<file path="src/rtl/hv_pwm_stat_encode.sv">
// Serialises a status vector onto the gate-wave PWM return channel as preamble + data (MSB first) + optional even parity.
// Optional feature macro: HV_PWM_STAT_PARITY_EN (adds the trailing parity symbol).
module hv_pwm_stat_encode #(
    parameter int NUM_FLAG  = 4,
    parameter int SYM_CYC   = 8,
    parameter int GAP_CYC   = 4,
    parameter int WDG_CNT_W = 16,
    parameter int WDG_TH0   = 1000,
    parameter int WDG_TH1   = 2000,
    parameter int WDG_TH2   = 4000,
    parameter int WDG_TH3   = 8000
) (
    input  logic                i_clk,
    input  logic                i_rst,
    input  logic                i_hv_pwm_gwave,
    input  logic [NUM_FLAG-1:0] i_flag,
    input  logic                i_wdg_en,
    input  logic [1:0]          i_wdg_sel,
    output logic                o_hv_pwm_stat,
    output logic                o_busy,
    output logic [NUM_FLAG-1:0] o_sent_flag,
    output logic [2:0]          o_dbg_state
);

    typedef enum logic [2:0] {
        ST_IDLE = 3'd0,
        ST_PRE  = 3'd1,
        ST_DATA = 3'd2,
        ST_PAR  = 3'd3,
        ST_GAP  = 3'd4
    } state_t;

    localparam int CNT_MAX = (SYM_CYC > GAP_CYC) ? SYM_CYC : GAP_CYC;
    localparam int CNT_W   = $clog2(CNT_MAX);
    localparam int BIT_W   = (NUM_FLAG > 1) ? $clog2(NUM_FLAG) : 1;

    localparam logic [CNT_W-1:0] SYM_LAST = CNT_W'(SYM_CYC - 1);
    localparam logic [CNT_W-1:0] GAP_LAST = CNT_W'(GAP_CYC - 1);
    localparam logic [BIT_W-1:0] BIT_TOP  = BIT_W'(NUM_FLAG - 1);

    state_t               state, state_nxt;
    logic [CNT_W-1:0]     sym_cnt;
    logic [BIT_W-1:0]     bit_idx;
    logic [WDG_CNT_W-1:0] wdg_cnt, wdg_last;
    logic                 gw_lock;
    logic                 chg, wdg_hit, start, sym_end, gap_end;
    logic                 sym_bit, stat_nxt;

    always_comb begin
        case (i_wdg_sel)
            2'd0:    wdg_last = WDG_CNT_W'(WDG_TH0 - 1);
            2'd1:    wdg_last = WDG_CNT_W'(WDG_TH1 - 1);
            2'd2:    wdg_last = WDG_CNT_W'(WDG_TH2 - 1);
            default: wdg_last = WDG_CNT_W'(WDG_TH3 - 1);
        endcase
    end

    // Comparing against the sent snapshot means changes seen mid-frame re-trigger once back in IDLE.
    assign chg     = (i_flag != o_sent_flag);
    assign wdg_hit = i_wdg_en && (wdg_cnt == wdg_last);
    assign start   = chg || wdg_hit;
    assign sym_end = (sym_cnt == SYM_LAST);
    assign gap_end = (sym_cnt == GAP_LAST);

    always_comb begin
        state_nxt = state;
        sym_bit   = 1'b1;
        stat_nxt  = i_hv_pwm_gwave;
        case (state)
            ST_IDLE: begin
                if (start) state_nxt = ST_PRE;
            end
            ST_PRE: begin
                stat_nxt = gw_lock ^ sym_bit;
                if (sym_end) state_nxt = ST_DATA;
            end
            ST_DATA: begin
                sym_bit  = o_sent_flag[bit_idx];
                stat_nxt = gw_lock ^ sym_bit;
                if (sym_end && (bit_idx == '0)) begin
`ifdef HV_PWM_STAT_PARITY_EN
                    state_nxt = ST_PAR;
`else
                    state_nxt = ST_GAP;
`endif
                end
            end
`ifdef HV_PWM_STAT_PARITY_EN
            ST_PAR: begin
                sym_bit  = ^o_sent_flag;
                stat_nxt = gw_lock ^ sym_bit;
                if (sym_end) state_nxt = ST_GAP;
            end
`endif
            ST_GAP: begin
                if (gap_end) state_nxt = ST_IDLE;
            end
            default: state_nxt = ST_IDLE;
        endcase
    end

    always_ff @(posedge i_clk) begin
        if (i_rst) begin
            state         <= ST_IDLE;
            o_hv_pwm_stat <= 1'b0;
            o_busy        <= 1'b0;
            o_sent_flag   <= '0;
            gw_lock       <= 1'b0;
            sym_cnt       <= '0;
            bit_idx       <= '0;
            wdg_cnt       <= '0;
        end else begin
            state         <= state_nxt;
            o_hv_pwm_stat <= stat_nxt;
            // Registered so busy lines up with the first symbol level on the output.
            o_busy        <= (state != ST_IDLE);

            if ((state == ST_IDLE) && start) begin
                o_sent_flag <= i_flag;
                gw_lock     <= i_hv_pwm_gwave;
            end

            if ((state == ST_IDLE) || (state_nxt != state) || ((state != ST_GAP) && sym_end))
                sym_cnt <= '0;
            else
                sym_cnt <= sym_cnt + 1'b1;

            if ((state == ST_IDLE) && start)
                bit_idx <= '0;
            else if ((state == ST_PRE) && sym_end)
                bit_idx <= BIT_TOP;
            else if ((state == ST_DATA) && sym_end && (bit_idx != '0))
                bit_idx <= bit_idx - 1'b1;

            // Watchdog only runs between frames; a hit wraps it even if it lands in GAP.
            if (!i_wdg_en || !((state == ST_IDLE) || (state == ST_GAP)))
                wdg_cnt <= '0;
            else if (((state == ST_IDLE) && start) || wdg_hit)
                wdg_cnt <= '0;
            else
                wdg_cnt <= wdg_cnt + 1'b1;
        end
    end

    assign o_dbg_state = state;

endmodule
</file>
<file path="config.mk">
export PLATFORM = sky130hd
export DESIGN_NAME = hv_pwm_stat_encode
export DESIGN_NICKNAME = d
export VERILOG_FILES = /design/src/rtl/hv_pwm_stat_encode.sv
export SDC_FILE = /design/constraint.sdc
export NUM_CORES = 1
export LEC_CHECK = 0
export BUFFER_PORTS_ARGS = -buffer_cell sky130_fd_sc_hd__buf_2
export CORE_ASPECT_RATIO = 0.6
export CORE_MARGIN = 1
export CORE_UTILIZATION = 45
export DETAILED_ROUTE_END_ITERATION = 10
export PLACE_DENSITY = 0.77
export SLEW_MARGIN = 20
export SYNTH_ARGS = -nofsm -noshare
export SYNTH_HDL_FRONTEND = slang
export SYNTH_SLANG_ARGS = --single-unit
</file>
<file path="constraint.sdc">
create_clock -name i_clk -period 2.2 [get_ports i_clk]
set_input_delay 0.44 -clock i_clk [delete_from_list [all_inputs] [get_ports i_clk]]
set_output_delay 0.44 -clock i_clk [all_outputs]
set_load 0.01 [all_outputs]
</file>
==> results of run 1 <==
-- per-layer routing --
metal	routed length, um	part of all wire	up-vias	GRT usage
li1	-	-	749	-
met1	1969	0.56	675	0.2889
met2	1401	0.40	29	0.2672
met3	148	0.042	0	0.06111
met4	0	0	0	0.04386
met5	0	0	-	0
-- sequential cells by signal, summed over array words and instances, names as in the netlist --
register and count:
gw_lock 1, o_sent_flag 4, o_dbg_state 3, sym_cnt 3
wdg_cnt 16, o_busy 1, o_hv_pwm_stat 1, bit_idx 2
-- worst max-delay path, stage by stage --
cell and delay [ns]:
buf_2 0.11, inv_1 0.08, ha_2 0.22, or3b_2 0.45, a22oi_1 0.23, o311ai_2 0.18
nor3b_4 0.22, a221o_1 0.30
-- repair_timing --
item | CTS | global route
gates resized for setup | 0 | 1
setup buffers | 0 | 0
endpoints found under the setup margin | 0 | 2
-- where the power goes --
| part | switching, mW | total (mW) | internal [mW] |
|---|---|---|---|
| clock network | 0.177 | 0.387 | 0.210 |
| registers | 0.0154 | 0.590 | 0.575 |
| logic | 0.0589 | 0.113 | 0.0537 |
-- Yosys cell counts, types with 2 or more instances --
cell,n
xor2_1,10
o22a_1,2
dfxtp_1,31
xnor2_1,10
nand2_1,13
inv_1,10
nor2_1,30
clkbuf_1,5
nand3_1,11
o21a_1,3
nand3b_1,2
and2_1,2
o21ai_0,4
or4b_2,2
nor3b_1,2
nor3_1,3
nor4b_1,2
nand4_1,3
a21oi_1,9
ha_1,9
or3b_2,2
and4_1,3
a221o_1,4
a31oi_1,3
or3_1,2
-- cell families (layout without fill, tap and decap cells) --
group           count (synthesis)  count (layout)  synth area share
compound gates                 32              32            0.1344
xor+xnor                       20              20            0.1012
fa+ha+maj                       9               9           0.06503
buf+inv                        17              43           0.04191
flops                          31              31            0.3584
mux                             1               1           0.01300
simple gates                   87              87            0.2861
-- final cells by class --
type                            instances  area (sq um)
Inverter                               10         37.54
Multi-Input combinational cell        149          1041
Sequential cell                        31         620.6
Tap cell                               47         58.81
Timing Repair Buffer                   27         170.2
Fill cell                             340          1679
Clock buffer                            6         72.57
-- stage by stage --
step | power, mW | TNS, ns | instances | instance area (sq um) | hold WS, ns
2_1_floorplan | 0.6699 | 0 | 197 | 1732 | 0.3992
3_3_place_gp | 0.7115 | -1.106 | 264 | 1926 | 0.4128
3_5_place_dp | 0.7130 | -2.910 | 264 | 1926 | 0.4147
4_1_cts | 1.101 | 0 | 270 | 1998 | 0.4173
5_1_grt | 1.139 | 0 | 270 | 2001 | 0.4142
6_report | 1.090 | 0 | 270 | 2001 | 0.4174
-- layout by cell type, fill, tap and decap left out, types with 2 or more instances in the layout --
cell	instances
o21a_1	3
nand4_1	3
a221o_1	4
or4b_2	2
nand3_1	11
o22a_1	2
nor4b_1	2
nor3b_1	2
nand2_1	13
dfxtp_1	31
a31oi_1	3
a21oi_1	9
buf_4	8
inv_1	10
nor2_1	30
nand3b_1	2
xor2_1	10
and2_1	2
buf_2	18
clkbuf_8	5
o21ai_0	4
or3_1	2
nor3_1	3
or3b_2	2
and4_1	3
ha_1	8
xnor2_1	10
-- how the worst max path moves through the flow --
| stage | endpoint | slack (ns) | start |
|---|---|---|---|
| floorplan | gw_lock$_SDFFE_PP0P_ | 0.07 | i_wdg_sel[0] |
| global placement | gw_lock$_SDFFE_PP0P_ | -0.09 | i_wdg_sel[0] |
| detailed placement | o_sent_flag[2]$_SDFFE_PP0P_ | -0.18 | i_wdg_sel[0] |
| CTS | gw_lock$_SDFFE_PP0P_ | 0.11 | i_wdg_sel[0] |
| global route | o_sent_flag[0]$_SDFFE_PP0P_ | 0.02 | i_wdg_sel[0] |
| finish | gw_lock$_SDFFE_PP0P_ | 0.13 | i_wdg_sel[0] |
==> impl_metrics.ini, run 1 <==
[sta]
worst-slew-pin-transition_ns = 0.4843
slew_viol_final = 0
skew_ns = 0.002239
fin_crit_sh = 0.9418
setup_viol = 0
postLayoutSetupSlackWorst_ns = 0.1281
slew_headroom = 0.6767
finalHoldViolations = 0
rsz0062_at_grt = false
period_minus_slack_ns = 2.072
max_freq_mhz = 482.6

[critical_path]
r2r-end = gw_lock$_SDFFE_PP0P_
crit_arrival_ns = 2.23
cp.required_ns = 2.36
rr_startpoint = wdg_cnt[13]$_SDFF_PP0_
worst-path-max-fanout = 6
critPathKind = input port to flop
critPathLaunchType = input port
crit_path_end_kind = flop
rr_worst_depth = 5
regToRegSetupSlack_ns = 0.23

[cts]
hold_buffers = 0
cts_tree = yes
cts_max_level = 2
cts.sinks = 31
cts_buffers = 5
clockBufferDepth = 2
path_clk_slew_ns = 0.06
root_buffer = clkbuf_8
insertion_delay_ns = 0.27

[synth]
synth-async-reset-ratio = 0
yosysWarnings = 0
synth_area_leaders = dfxtp_1 36%, ha_1 6.5%, nor2_1 6.5%
ys_types = 45
synth-seq-cells = 31
synth_top_area_frac = 0.3584
yosys.area.top_type = dfxtp_1
syn-cell-area_sq_mm = 0.001732
synthFlopType = dfxtp_1
synth_edf_count = 0
yosysSeqAreaShare = 0.3584
syn_avg_cell_area_sq_um = 8.790
syn_nets = 216
syn_inst = 197

[placement]
gp_congestion = 0.7669
io_buffers = 18
dp_hpwl_um = 2597
post-place-ws_ns = -0.1775

[worst_hold_path]
hold_class = flop to flop
min_to = sym_cnt[0]$_SDFF_PP0_
hold_start = sym_cnt[0]$_SDFF_PP0_
hold_depth = 1

[power_and_ir_drop]
p_leak_nw = 0.7951
power_density_mw_per_mm2 = 544.8
ir_drop_mv = 0.3176

[cells_and_area]
fin_nets = 243
syn2layout_area_growth_pct = 15.53
final_layout_size_suffix_gt1_frac = 0.1973
post-route-util = 0.5437
n_antenna_cell = 0

[global_routing]
grt_pass1_wl_um = 5961
grt_use_total = 0.1945
grt_max_degree = 17
grt_pass1_vias = 1314
overflow = 0
antenna_found_initial = 0

[drt]
drt-initial-drc-count = 116
postRouteAntennaNets = 0
drc = 0
wl_um = 3519
via_count = 1453
drtPass1Iterations = 4
viasPerCell = 5.381
wl_per_cell_um = 13.03

[floorplan]
die_height_um = 50.05
core_area_sq_mm = 0.003680
rows = 17
fp.dieW_um = 82.09
fp.dieArea_sq_mm = 0.004108
boundaryPins = 19
initial_core_util = 0.4706

[status]
outcome = completed

[job]
drv_cap = 0
Note: power is estimated with default switching activity, not from simulation.
==> inputs of run 2 (changes only) <==
Settings changed: BUFFER_PORTS_ARGS -buffer_cell sky130_fd_sc_hd__buf_2 to unset, DONT_BUFFER_PORTS set to 1, PLACE_DENSITY 0.77 to 0.73, SLEW_MARGIN 20 to unset.
==> run 2 against run 1 <==
Against the previous run:
- hold slack got worse by 0.20 ns
- die area did not move
- cell area fell by 5.2%
- sequential cell count did not move
- critical path type is now flop to flop
- combinational power fell by 22%
- count of clock-buffer cells in the layout rose by 1
- wire length rose by 0.94%
- sequential power barely moved
- critical path depth fell by 2
- highest routed layer unchanged
- total power rose by 1.8%
- final cell count fell by 6.3%
==> impl_metrics.ini, run 2 (same netlist as run 1, synthesis figures left out) <==
[cells_and_area]
top_regs = wdg_cnt (16), o_sent_flag (4)
largest_register_ffs = 16
fillCellCount = 352
layout_commonest_cell = dfxtp_1
final_layout_size_suffix_gt1_frac = 0.1214
fin_nets = 224
syn2layout_area_growth_pct = 9.538
n_antenna_cell = 0
layout_common_cells = 31 x dfxtp_1, 30 x nor2_1, 13 x nand2_1
regMostFlops = wdg_cnt
post-route-util = 0.5155

[global_routing]
grt_max_degree = 17
grt_pass1_wl_um = 6023
overflow = 0
antenna_found_initial = 0
grt_pass1_vias = 1242
grt_use_total = 0.1978

[critical_path]
critPathKind = flop to flop
regToRegSetupSlack_ns = 0.18
crit_path_end_kind = flop
rr_startpoint = wdg_cnt[13]$_SDFF_PP0_
worst-path-max-fanout = 16
cp-startpoint = wdg_cnt[13]$_SDFF_PP0_
cp.required_ns = 2.34
crit_arrival_ns = 2.15
critPathLaunchType = flop

[floorplan]
rows = 17
fp.dieW_um = 82.09
die_height_um = 50.05
boundaryPins = 19
core_area_sq_mm = 0.003680
fp.dieArea_sq_mm = 0.004108
initial_core_util = 0.4706

[sta]
max_freq_mhz = 496.1
finalHoldViolations = 0
rsz0062_at_grt = false
slew_viol_final = 0
slew_headroom = 0.5506
fin_crit_sh = 0.9162
skew_ns = 0.008927
period_minus_slack_ns = 2.016
setup_viol = 0
worst-slew-pin-transition_ns = 0.6722
tns_ns = 0

[power_and_ir_drop]
sw_frac_of_total = 0.2452
power_density_mw_per_mm2 = 584.8
pwr-share-comb = 0.079
power_frac_clock = 0.388
p_int_mw = 0.8373
p_leak_nw = 0.7114
ir_drop_mv = 0.3642
p_sw_mw = 0.2720
power_frac_seq = 0.533

[worst_hold_path]
hold_start = i_rst
hold_class = input port to flop

[placement]
dp_hpwl_um = 2605
gp_congestion = 0.8017
io_buffers = 0

[drt]
postRouteAntennaNets = 0
via_count = 1413
wl_um = 3552
drtPass1Iterations = 4
drc = 0
drt-initial-drc-count = 97
wl_per_cell_um = 14.04
viasPerCell = 5.585

[cts]
insertion_delay_ns = 0.28
root_buffer = clkbuf_8
clockBufferDepth = 2
cts_resized = 0
post_cts_buffers = 0
path_clk_slew_ns = 0.07
cts_tree = yes
hold_buffers = 0
cts_buffers = 5
cts_max_level = 2
cts.sinks = 31

[status]
outcome = completed

[job]
drv_cap = 0
-- run 2: per-stage QoR --
step	hold WS, ns	cells	setup slack [ns]	area, sq um	total power [mW]
4_1_cts	0.2061	253	0.1747	1897	1.124
5_1_grt	0.2003	253	0.02429	1897	1.165
6_report	0.2207	253	0.1844	1897	1.109
3_5_place_dp	0.4302	245	-0.1031	1815	0.6896
3_3_place_gp	0.4128	245	-0.02586	1815	0.6887
2_1_floorplan	0.3992	197	0.06591	1732	0.6699
-- run 2: path summary, 6_finish.rpt --
path	to	cells after the start
setup / recovery	wdg_cnt[7]$_SDFF_PP0_	6
hold / removal	o_sent_flag[3]$_SDFFE_PP0P_	1
setup reg to reg	wdg_cnt[7]$_SDFF_PP0_	6
hold reg to reg	sym_cnt[0]$_SDFF_PP0_	1
-- run 2: area by class of cell --
| type | instances | area [sq um] | share of cell area |
|---|---|---|---|
| clock buffers | 7 | 76.32 | 0.04024 |
| clock inverters | 1 | 5.005 | 0.002639 |
| inverters | 10 | 37.54 | 0.01979 |
| multi-input cells | 149 | 1039 | 0.5475 |
| flip-flops and latches | 31 | 620.6 | 0.3272 |
| well taps | 47 | 58.81 | 0.03100 |
| repair buffers | 8 | 60.06 | 0.03166 |
-- run 2: routing by layer --
| layer | up-vias | share of wire | GRT usage |
|---|---|---|---|
| met1 | 683 | 0.56 | 0.3112 |
| met5 | - | 0 | 0 |
| li1 | 709 | - | - |
| met3 | 0 | 0.043 | 0.06667 |
| met2 | 21 | 0.40 | 0.2479 |
| met4 | 0 | 0 | 0.04386 |
-- run 2: power by group through the flow --
stage          sequential, mW  combinational [mW]  clock (mW)
6_report                0.591              0.0876       0.431
3_5_place_dp            0.603              0.0864           0
5_1_grt                 0.592              0.0971       0.476
2_1_floorplan           0.601              0.0686           0
3_3_place_gp            0.603              0.0856           0
4_1_cts                 0.591              0.0870       0.446
-- run 2: critical path: stages (launching register included) --
cell and delay [ns]:
dfxtp_1 0.34, or4b_4 0.57, nor4_4 0.23, o311ai_2 0.19, buf_4 0.18, o211ai_2 0.25, nor2_1 0.11
